`config.mk`:
```
export PLATFORM = sky130hd
export DESIGN_NAME = uart_rx_hex
export DESIGN_NICKNAME = d
export VERILOG_FILES = /design/src/rtl/uart_rx_hex.sv
export SDC_FILE = /design/constraint.sdc
export NUM_CORES = 1
export LEC_CHECK = 0
export BUFFER_PORTS_ARGS = -buffer_cell sky130_fd_sc_hd__buf_2
export CAP_MARGIN = 10
export CORE_MARGIN = 3
export CORE_UTILIZATION = 40
export CTS_CLUSTER_SIZE = 14
export DETAILED_ROUTE_END_ITERATION = 8
export GPL_TIMING_DRIVEN = 1
export HOLD_SLACK_MARGIN = 0.06
export PLACE_DENSITY = 0.59
export RECOVER_POWER = 25
export SYNTH_ARGS = -nofsm -noshare
export SYNTH_HDL_FRONTEND = slang
export SYNTH_SLANG_ARGS = --single-unit
```
`constraint.sdc`:
```
create_clock -name clk_i -period 3.27 [get_ports clk_i]
set_input_delay 0.8175 -clock clk_i [delete_from_list [all_inputs] [get_ports clk_i]]
set_output_delay 0.8175 -clock clk_i [all_outputs]
set_load 0.005 [all_outputs]
```
`src/rtl/uart_rx_hex.sv`:
```
// 8N1 UART receiver with oversampled majority voting; holds the last good byte for the
// seven-segment display driver and pulses valid / frame_err per frame.
module uart_rx_hex #(
  parameter int unsigned CLK_HZ     = 100_000_000,
  parameter int unsigned BAUD       = 115200,
  parameter int unsigned OVERSAMPLE = 16
) (
  input  logic       clk_i,
  input  logic       rst_n,
  input  logic       rx_i,
  output logic [7:0] hex_o,
  output logic       valid_o,
  output logic       frame_err_o,
  output logic       busy_o
);

  localparam int unsigned DIV  = CLK_HZ / (BAUD * OVERSAMPLE);
  localparam int unsigned DivW = $clog2(DIV);
  localparam int unsigned ScW  = $clog2(OVERSAMPLE);

  localparam logic [DivW-1:0] DivMax = DivW'(DIV - 1);
  localparam logic [ScW-1:0]  ScLast = ScW'(OVERSAMPLE - 1);
  // Sample points are the ticks that advance sc to OVERSAMPLE/2-1, /2 and /2+1.
  localparam logic [ScW-1:0]  SmpA   = ScW'(OVERSAMPLE / 2 - 2);
  localparam logic [ScW-1:0]  SmpB   = ScW'(OVERSAMPLE / 2 - 1);
  localparam logic [ScW-1:0]  SmpC   = ScW'(OVERSAMPLE / 2);

  typedef enum logic [2:0] {StIdle, StStart, StData, StStop, StBreak} state_e;

  state_e          state_q, state_d;
  logic [1:0]      sync_q;
  logic [DivW-1:0] div_q, div_d;
  logic [ScW-1:0]  sc_q, sc_d;
  logic [2:0]      bit_q, bit_d;
  logic [1:0]      smp_q, smp_d;
  logic            vote_q, vote_d;
  logic [7:0]      shift_q, shift_d;
  logic [7:0]      hex_q, hex_d;
  logic            valid_q, valid_d;
  logic            ferr_q, ferr_d;

  logic rxs, tick, maj3, bit_end;

  assign rxs     = sync_q[1];
  assign tick    = (div_q == DivMax);
  assign maj3    = (smp_q[0] & smp_q[1]) | (smp_q[0] & rxs) | (smp_q[1] & rxs);
  assign bit_end = tick && (sc_q == ScLast);

  always_comb begin
    state_d = state_q;
    div_d   = div_q;
    sc_d    = sc_q;
    bit_d   = bit_q;
    smp_d   = smp_q;
    vote_d  = vote_q;
    shift_d = shift_q;
    hex_d   = hex_q;
    valid_d = 1'b0;
    ferr_d  = 1'b0;

    if (state_q != StIdle && state_q != StBreak) begin
      div_d = tick ? '0 : div_q + 1'b1;
      if (tick) begin
        sc_d = (sc_q == ScLast) ? '0 : sc_q + 1'b1;
        if (sc_q == SmpA) smp_d[0] = rxs;
        if (sc_q == SmpB) smp_d[1] = rxs;
        if (sc_q == SmpC) vote_d = maj3;
      end
    end

    unique case (state_q)
      StIdle: begin
        div_d = '0;
        sc_d  = '0;
        if (!rxs) state_d = StStart;
      end
      StStart: begin
        if (bit_end) begin
          if (!vote_q) begin
            state_d = StData;
            bit_d   = '0;
          end else begin
            state_d = StIdle;
          end
        end
      end
      StData: begin
        if (bit_end) begin
          shift_d = {vote_q, shift_q[7:1]};
          bit_d   = bit_q + 1'b1;
          if (bit_q == 3'd7) state_d = StStop;
        end
      end
      StStop: begin
        // Decide at the centre vote so IDLE is re-entered before the stop bit ends.
        if (tick && sc_q == SmpC) begin
          div_d = '0;
          sc_d  = '0;
          if (maj3) begin
            hex_d   = shift_q;
            valid_d = 1'b1;
            state_d = StIdle;
          end else begin
            ferr_d  = 1'b1;
            state_d = StBreak;
          end
        end
      end
      StBreak: begin
        div_d = '0;
        sc_d  = '0;
        if (rxs) state_d = StIdle;
      end
      default: state_d = StIdle;
    endcase
  end

  always_ff @(posedge clk_i or negedge rst_n) begin
    if (!rst_n) begin
      state_q <= StIdle;
      sync_q  <= 2'b11;
      div_q   <= '0;
      sc_q    <= '0;
      bit_q   <= '0;
      smp_q   <= '0;
      vote_q  <= 1'b0;
      shift_q <= '0;
      hex_q   <= '0;
      valid_q <= 1'b0;
      ferr_q  <= 1'b0;
    end else begin
      state_q <= state_d;
      sync_q  <= {sync_q[0], rx_i};
      div_q   <= div_d;
      sc_q    <= sc_d;
      bit_q   <= bit_d;
      smp_q   <= smp_d;
      vote_q  <= vote_d;
      shift_q <= shift_d;
      hex_q   <= hex_d;
      valid_q <= valid_d;
      ferr_q  <= ferr_d;
    end
  end

  assign hex_o       = hex_q;
  assign valid_o     = valid_q;
  assign frame_err_o = ferr_q;
  assign busy_o      = (state_q != StIdle);

endmodule

```
==> summary by stage, run 1 <==
Run status
The run finished, with violations left. The final reports fail on capacitance limit, slew limit.

Logic synthesis
Of the post-synthesis cell area, the dominant cell type holds 0.505. The synthesized instance count is 150. The adder-cell area share of the yosys netlist is 0.0532.

The synthesized area is 1830 um2. Ranked by instance count, the synthesized netlist is headed by 37 x sky130_fd_sc_hd__dfrtp_1, 19 x sky130_fd_sc_hd__mux2_2, 12 x sky130_fd_sc_hd__nor2_1. By instance count, the leading cell after synthesis is sky130_fd_sc_hd__dfrtp_1. The dominant synthesized flop cell is sky130_fd_sc_hd__dfrtp_1. The post-synthesis sequential element count is 39. The count of distinct cell types in the synthesized netlist is 44.

Sorting the synthesized cells by area gives the leading types as sky130_fd_sc_hd__dfrtp_1 51%, sky130_fd_sc_hd__mux2_2 12%, sky130_fd_sc_hd__ha_1 4.8%. Of the total synthesized cell area, the portion taken by AND, OR, NAND and NOR gates is 0.167. Of the synthesized area, sequential elements account for 0.534. In the synthesized netlist the async set-or-reset flop fraction comes to 1.00.

The number of enable-type register cells in the synthesized netlist is 0. The compound-gate portion of the synthesized area is 0.0628. The mean area per synthesized cell is 12.2 um2.

The combinational family with the most area after synthesis is simple AND/OR/NAND/NOR gates. The net count after synthesis is 160. The synthesis warning total is 0.

Summed over all instances, the cell type with the most area after synthesis is sky130_fd_sc_hd__dfrtp_1. The multiplexer area fraction after synthesis is 0.128. The synthesized-area fraction occupied by xor and xnor cells is 0.0191.

Cells and area
The final layout contains 173 nets. The number of diodes added for antenna fixing is 0. Once layout is complete, the cells apart from fillers number 214. The ratio of cells with drive above 1 in the final layout is 0.299. The layout-stage area growth over the synthesis result is 9.97%.

Floorplan
Measured along the x axis, the die boundary spans 73.7 um. The floorplan has 23 rows. The die covers 5430 um2.

The core region is 4200 um2. The die outline height is 73.7 um. During I/O placement, the number of pins put on the boundary was 14. The starting density of the core is 0.436.

Clock network
The number of clock buffers added by TritonCTS is 5. Clock-pin slew was measured on the worst setup and hold paths at 0.07 ns. The clock drives 39 sinks. The maximum buffer depth of the clock tree is 2.

TritonCTS built the clock tree. The number of H-tree levels is 2. Hold repair after CTS inserted 0 buffers. The number of buffers inserted to repair setup after CTS is 0. The number of gates resized after cts is 0.

Clock tree synthesis selected as its root buffer the cell sky130_fd_sc_hd__clkbuf_8. The latest clock arrival within the worst-skew pair is 0.28 ns.

Routing
The final routed wirelength across all metal layers is 3210 um. The average routed wire per standard cell is 15.0 um. For this block, the via count after detailed routing is 1200. The routed via count divided by cell count is 5.61.

The post-route antenna net violation count is 0. The iteration count of the initial detailed-routing pass is 4. The iteration-0 DRC count of the detailed router is 77.

For this run, design rule violations remaining after detail routing come to 0.

STA
The tightest hold path in the finished design has a slack of 0.361 ns. The relative max-transition margin is -0.297. The final setup violation count is 0. At the pin with the least slew margin, the transition time is 1.95 ns. Based on the critical path, the design can be clocked at up to 458 MHz. Setup repair after global routing left no endpoint under its margin. The count of pins over their slew limit came to 40. Counting I/O delays and the setup requirement, the final critical path takes 2.18 ns. The hold violation total from the final report was 0.

The total negative slack is 0 ns. Of the available clock period, the critical path in the final layout requires 0.668. Across the routed clock network, the largest skew measured is 0.00128 ns.

Worst setup path
The data required time of the critical path is 3.29 ns. The critical path start-end classification is in -> async. The largest stage delay on the critical path is 1.37 ns. The endpoint identified for the worst register-to-register timing path is hex_o[5]. Grouping stages by cell kind, the critical path spends the most delay in buffers and inverters. The number of cell instances on the worst register-to-register path is 4. The critical path goes through clkbuf_1.

Of all nets on the critical path, the largest fanout is 39. Data on the critical path arrives at its endpoint at 2.20 ns. The cell at the slowest stage of the critical path is sky130_fd_sc_hd__clkbuf_1.

Counting both buffers and inverters, the worst setup path holds a total of 1. STA classifies the critical path startpoint as an input pin. The startpoint identified for the worst register-to-register timing path is div_q[3]. The type of element capturing the critical path is an async pin.

The register-to-register path setup slack is 1.27 ns.

Global route
The initial antenna violation count was 0. The global-route usage over all layers is 0.139. For this run the aggregate overflow at the end of global routing stands at 0. Entering global routing, the biggest net connects 40 pins. The first-pass GRT wire length is 5840 um. The via count of the first global-routing pass is 1276.

Min path
The cell count of the worst hold path is 0. The worst hold path terminates at sync_q[1]. The worst hold-check path type is reg -> reg. The startpoint identified for the worst hold timing path is sync_q[0].

Pwr
Of the total power, registers draw 0.571. The net switching fraction of the power is 0.205. The combinational fraction of design power is 0.011. The share of total power in the clock network is 0.418.

For this design the total switching power over the nets is 0.174 mW. Summing internal, switching and leakage power gives 0.851 mW. IR analysis of the VDD net gives a maximum drop of 0.275 mV. The power per unit of standard cell area is 422 nW/um2. The internal power is 0.677 mW. The leakage power summed over all cells is 1.02 nW.

Placement
The count of buffers added on input and output ports is 13. After detailed placement, the design holds a cell count of 206. After legalization and detailed placement, the total HPWL measured 2260 um. The routability congestion estimate from global placement is 0.903.

Job
The max capacitance violation total is 1.
[metrics by stage]
stage          setup slack, ns  area [um2]   util
5_1_grt                  0.644        2020  0.480
3_3_place_gp              1.37        1910  0.455
4_1_cts                   1.19        2020  0.480
6_report                  1.09        2020  0.480
2_1_floorplan             1.64        1830      -
3_5_place_dp              1.28        1910  0.455
[cell families (layout without fill, tap and decap cells)]
kind of cell / count (synthesis) / count (layout)
AO/OA/AOI/OAI: 15 / 15
XOR/XNOR: 4 / 4
adder cells (fa/ha/maj): 8 / 8
buffers and inverters: 12 / 26
flip-flops: 39 / 39
multiplexers: 21 / 21
AND/OR/NAND/NOR: 51 / 51
[cell usage in the layout (no fill, tap or decap), drive strengths merged]
cell type and n:
inv 5, nand4 8, ha 7, nand2b 1, nor2b 1, maj3 1, nor4 1, and4b 2
or2 2, o32ai 1, buf 12, and3b 2, clkbuf 8, a21boi 1, o21ai 1, xnor2 2
nand3 9, a22oi 1, a211oi 1, and3 2, mux2i 2, dfstp 2, a21oi 2, nor2 12
nand2 5, xor2 2, a41o 1, a31o 1, a311o 1, dfrtp 37, a21o 1, clkinvlp 1
a31oi 1, or3 1, nor3b 2, or3b 1, a311oi 2, a41oi 1, mux2 19, and2 2
[area by class of cell]
cell class / instances / area [um2]
Clock buffer: 7 / 96.3
Multi-Input combinational cell: 99 / 788
Sequential cell: 39 / 978
Fill cell: 373 / 2190
Timing Repair Buffer: 13 / 63.8
Tap cell: 50 / 62.6
Clock inverter: 1 / 7.51
Inverter: 5 / 18.8
[per-layer routing]
| layer | routed length, um | vias to the layer above | GRT usage |
|---|---|---|---|
| met4 | 41 | 0 | 0.0563 |
| met1 | 1450 | 598 | 0.178 |
| li1 | - | 565 | - |
| met2 | 1590 | 32 | 0.224 |
| met5 | 0 | - | 0 |
| met3 | 129 | 5 | 0.0342 |
[state kept, by name, summed over array words and instances, names as in the netlist, 2 cells and up]
register,flops
smp_q,2
sc_q,4
state_q,3
div_q,6
sync_q,2
bit_q,3
hex_o,8
shift_q,8
[how the worst max path moves through the flow]
stage	start	cells past startpoint	to
floorplan	sc_q[0]	6	sc_q[3]
global placement	div_q[3]	4	hex_o[6]
detailed placement	div_q[3]	4	hex_o[2]
CTS	state_q[1]	3	busy_o
global route	rst_n	1	state_q[1]
finish	rst_n	1	bit_q[2]
[power groups by stage]
stage	Clock [mW]	Combinational [mW]	Sequential, mW
global route	0.389	0.0119	0.486
CTS	0.364	0.0108	0.485
detailed placement	0	0.0108	0.495
floorplan	0	0.000264	0.494
global placement	0	0.0107	0.495
finish	0.356	0.00953	0.485
(Power assumes the default switching activity.)
==> run 2, diff against run 1 <==
--- a/config.mk
+++ b/config.mk
@@ -5,6 +5,7 @@
 export SDC_FILE = /design/constraint.sdc
 export NUM_CORES = 1
 export LEC_CHECK = 0
+export ABC_AREA = 1
 export BUFFER_PORTS_ARGS = -buffer_cell sky130_fd_sc_hd__buf_2
 export CAP_MARGIN = 10
 export CORE_MARGIN = 3
@@ -13,7 +14,7 @@
 export DETAILED_ROUTE_END_ITERATION = 8
 export GPL_TIMING_DRIVEN = 1
 export HOLD_SLACK_MARGIN = 0.06
-export PLACE_DENSITY = 0.59
+export PLACE_DENSITY = 0.61
 export RECOVER_POWER = 25
 export SYNTH_ARGS = -nofsm -noshare
 export SYNTH_HDL_FRONTEND = slang
==> constraint.sdc (replaced) <==
create_clock -name clk_i -period 2 [get_ports clk_i]
set_input_delay 0.5 -clock clk_i [delete_from_list [all_inputs] [get_ports clk_i]]
set_output_delay 0.5 -clock clk_i [all_outputs]
set_load 0.005 [all_outputs]
==> run 2 against run 1 <==
Net effect:
- the run now ends clean
- utilization down 0.42 points
- via count grew 9.8%
- die area increased by 4.4%
- critical path depth increased by 2
- critical path type is now reg -> out
- critical endpoint is now busy_o
- largest power group unchanged
- highest routed layer unchanged
==> summary by stage, run 2 <==
Floorplan
The core region is 4500 um2. The die outline height is 75.3 um. Measured along the x axis, the die boundary spans 75.3 um.

The floorplan has 24 rows. The die covers 5670 um2. The count of boundary I/O pins is 14. The initial utilization of the core area, before any placement, comes to 0.427.

Placement
Port buffering added 13 buffers. Summing all placed instances gives a cell area of 2030 um2. The placed wire-length estimate after detailed placement is 2240 um. The routability congestion estimate from global placement is 0.779.

Run status
The flow ran to the end, and the final reports show no timing, DRC or antenna violations.

Worst setup path
In this run the worst path has a maximum fanout of 10. The worst setup path is launched from a flop. STA classifies the critical path endpoint as a primary output. The signal arrival time at the worst endpoint is 1.30 ns. The critical path start-end classification is reg -> out. For the worst setup path, the data required time is 1.50 ns. The number of cell instances on the worst register-to-register path is 7.

Clock network
Post-CTS timing repair inserted 0 buffers for setup. The number of sinks driven by the clock tree is 39. The number of H-tree levels is 2.

Clock-pin slew was measured on the worst setup and hold paths at 0.08 ns. CTS placed an instance of sky130_fd_sc_hd__clkbuf_8 at the clock tree root. TritonCTS built the clock tree.

The number of buffers added by the clock tree synthesis step is 5. The maximum buffer depth of the clock tree is 2. Post-CTS repair changed the size of 0 cells. For this design, the CTS-stage hold fixing added 0 buffers.

The clock reaches the later pin of the worst-skew pair after 0.29 ns.

Routing
The iteration-0 DRC count of the detailed router is 60. The topmost layer with routed signal wires is met4. The detailed-routed wire length on met2 is 1420 um. For this block, wires on met1 add up to 1660 um. The average routed wire per standard cell is 11.6 um. After detailed routing, the number of remaining DRC violations is 0. The detailed-routed wire length on met3 is 101 um. For this block, the via count after detailed routing is 1318.

The iteration count of the initial detailed-routing pass is 4. The routed design has 3220 um of wire. Using the TritonRoute via totals, the vias-per-cell ratio works out to 4.76. The detail route stage leaves a number of antenna-violating nets equal to 0.

Min path
The worst hold-check path type is in -> reg. The cell count of the worst hold path is 1.

Pwr
The leakage power summed over all cells is 1.03 nW. The peak ir drop on the vdd network is 0.435 mV. Dividing total power by cell area gives a power density of 685 nW/um2. The internal power of the cells totals 1.17 mW. The share of total power in the clock network is 0.447. Of the total power, the share spent switching nets is 0.206.

In this run the power spent charging and discharging nets is 0.303 mW. Of the total power, combinational logic draws 0.013. The share of total power dissipated in sequential elements is 0.540.

STA
The total negative slack is 0 ns. The maximum operating frequency is 556 MHz. Of the available clock period, the critical path in the final layout requires 0.900.

The final critical-path required period is 1.80 ns. The final setup violation count is 0. The hold violation total from the final report is 0. Setup repair after global routing left no endpoint under its margin. At the pin with the least slew margin, the transition time is 0.954 ns.

Clock skew on the completed layout was measured at 0.0116 ns. The count of pins over their slew limit is 0. The relative max-transition margin is 0.364.

Global route
The first-pass GRT wire length is 5600 um. Entering global routing, the biggest net connects 40 pins. The total congestion overflow is 0. The global-route usage over all layers is 0.129. The via count of the first global-routing pass is 1274. The initial antenna violation count is 0.

Logic synthesis
Ranked by instance count, the synthesized netlist is headed by 57 x sky130_fd_sc_hd__nand2_1, 37 x sky130_fd_sc_hd__dfrtp_1, 22 x sky130_fd_sc_hd__inv_1. By area the synthesized netlist is led by sky130_fd_sc_hd__dfrtp_1 48%, sky130_fd_sc_hd__nand2_1 11%, sky130_fd_sc_hd__o21ai_2 7.7%. The synthesis warning total is 0.

The synthesized instance count is 206. The synthesized design contains 0 enable-type register cells. The synthesized netlist contains 28 unique library cells. The mean area per synthesized cell is 9.33 um2.

The area share of the leading cell type in the synthesized netlist is 0.482. The most repeated cell in the gate-level netlist after synthesis is sky130_fd_sc_hd__nand2_1. The synthesized area is 1920 um2. The net count after synthesis is 216. The synthesized design contains 39 register bits. The cell taking the most area after synthesis is sky130_fd_sc_hd__dfrtp_1. The async set or reset register ratio after synthesis is 1.00. For this run, the leading register cell type out of synthesis is sky130_fd_sc_hd__dfrtp_1. The portion of the post-synthesis area used by sequential elements is 0.509.

Cells and area
The ratio of cells with drive above 1 in the final layout is 0.244. The final net count is 234. Leaving out fill and tap cells, the most frequent cells in the layout are 57 x sky130_fd_sc_hd__nand2_1, 37 x sky130_fd_sc_hd__dfrtp_1, 22 x sky130_fd_sc_hd__inv_1. The library cell used most frequently in the layout, excluding fill and tap cells, is sky130_fd_sc_hd__nand2_1. 0 antenna diodes ended up in the layout. The layout-stage area growth over the synthesis result is 11.5%. The final instance area is 2140 um2.

Job
The max capacitance violation total is 0.
==> run 2: changes by cell type after synthesis, moves of 3 or more <==
cell / delta
sky130_fd_sc_hd__nand2_1: +52
sky130_fd_sc_hd__mux2_2: -19
sky130_fd_sc_hd__inv_1: +17
sky130_fd_sc_hd__o21ai_2: +17
sky130_fd_sc_hd__nor3_1: +5
sky130_fd_sc_hd__nand3_1: +4
sky130_fd_sc_hd__nand4_1: -4
sky130_fd_sc_hd__nor2_2: +4
sky130_fd_sc_hd__o21ai_0: +4
sky130_fd_sc_hd__nor2_1: -3
==> run 2: logic make-up (layout without fill, tap and decap cells) <==
family,Yosys count,count (layout),synth area share
xor gates and xnor gates,3,3,0.0137
buffers and inverters,28,47,0.0631
DFF,39,39,0.509
AOI/OAI and AO/OA,29,29,0.111
adders and majority gates,7,7,0.0456
and+or+nand+nor,100,100,0.257
==> run 2: routing by layer <==
metal | up-vias | global-route usage
li1 | 698 | -
met1 | 602 | 0.175
met2 | 14 | 0.200
met3 | 4 | 0.0409
met4 | 0 | 0.0388
met5 | - | 0
==> run 2: path summary, 6_finish.rpt <==
kind	start	endpoint	slack (ns)
worst max-delay path	state_q[1]	busy_o	0.20
min in group asynchronous	rst_n	sc_q[2]	0.44
worst min-delay path	rx_i	sync_q[0]	0.31
max in group asynchronous	rst_n	sc_q[3]	0.97
worst max register to register	div_q[1]	shift_q[1]	0.37
worst min register to register	sync_q[0]	sync_q[1]	0.36
==> run 2: power by group through the flow <==
| stage | Combinational (mW) | Sequential, mW | Clock (mW) |
|---|---|---|---|
| 2_1_floorplan | 0.00137 | 0.808 | 0 |
| 3_3_place_gp | 0.0213 | 0.808 | 0 |
| 3_5_place_dp | 0.0213 | 0.808 | 0 |
| 4_1_cts | 0.0213 | 0.793 | 0.674 |
| 5_1_grt | 0.0223 | 0.793 | 0.707 |
| 6_report | 0.0188 | 0.793 | 0.656 |
==> run 2: cell type report <==
class / instances / area, um2
Inverter: 25 / 93.8
Clock buffer: 5 / 68.8
Timing Repair Buffer: 14 / 70.1
Fill cell: 456 / 2360
Multi-Input combinational cell: 139 / 822
Clock inverter: 3 / 43.8
Sequential cell: 39 / 978
Tap cell: 52 / 65.1
==> run 2: through the flow <==
stage	std cells	util	setup slack (ns)	hold WS (ns)	total power, mW
5_1_grt	277	0.476	0.112	0.296	1.52
4_1_cts	277	0.476	0.183	0.275	1.49
6_report	277	0.476	0.200	0.312	1.47
2_1_floorplan	206	-	0.581	0.204	0.810
3_3_place_gp	269	0.451	0.370	0.350	0.829
3_5_place_dp	269	0.451	0.353	0.350	0.829
==> run 2: critical path, stage by stage, from the launching register on <==
cell and delay (ns):
sky130_fd_sc_hd__dfrtp_1 0.49, sky130_fd_sc_hd__nor2_4 0.31, sky130_fd_sc_hd__nand2_1 0.07, sky130_fd_sc_hd__buf_2 0.13
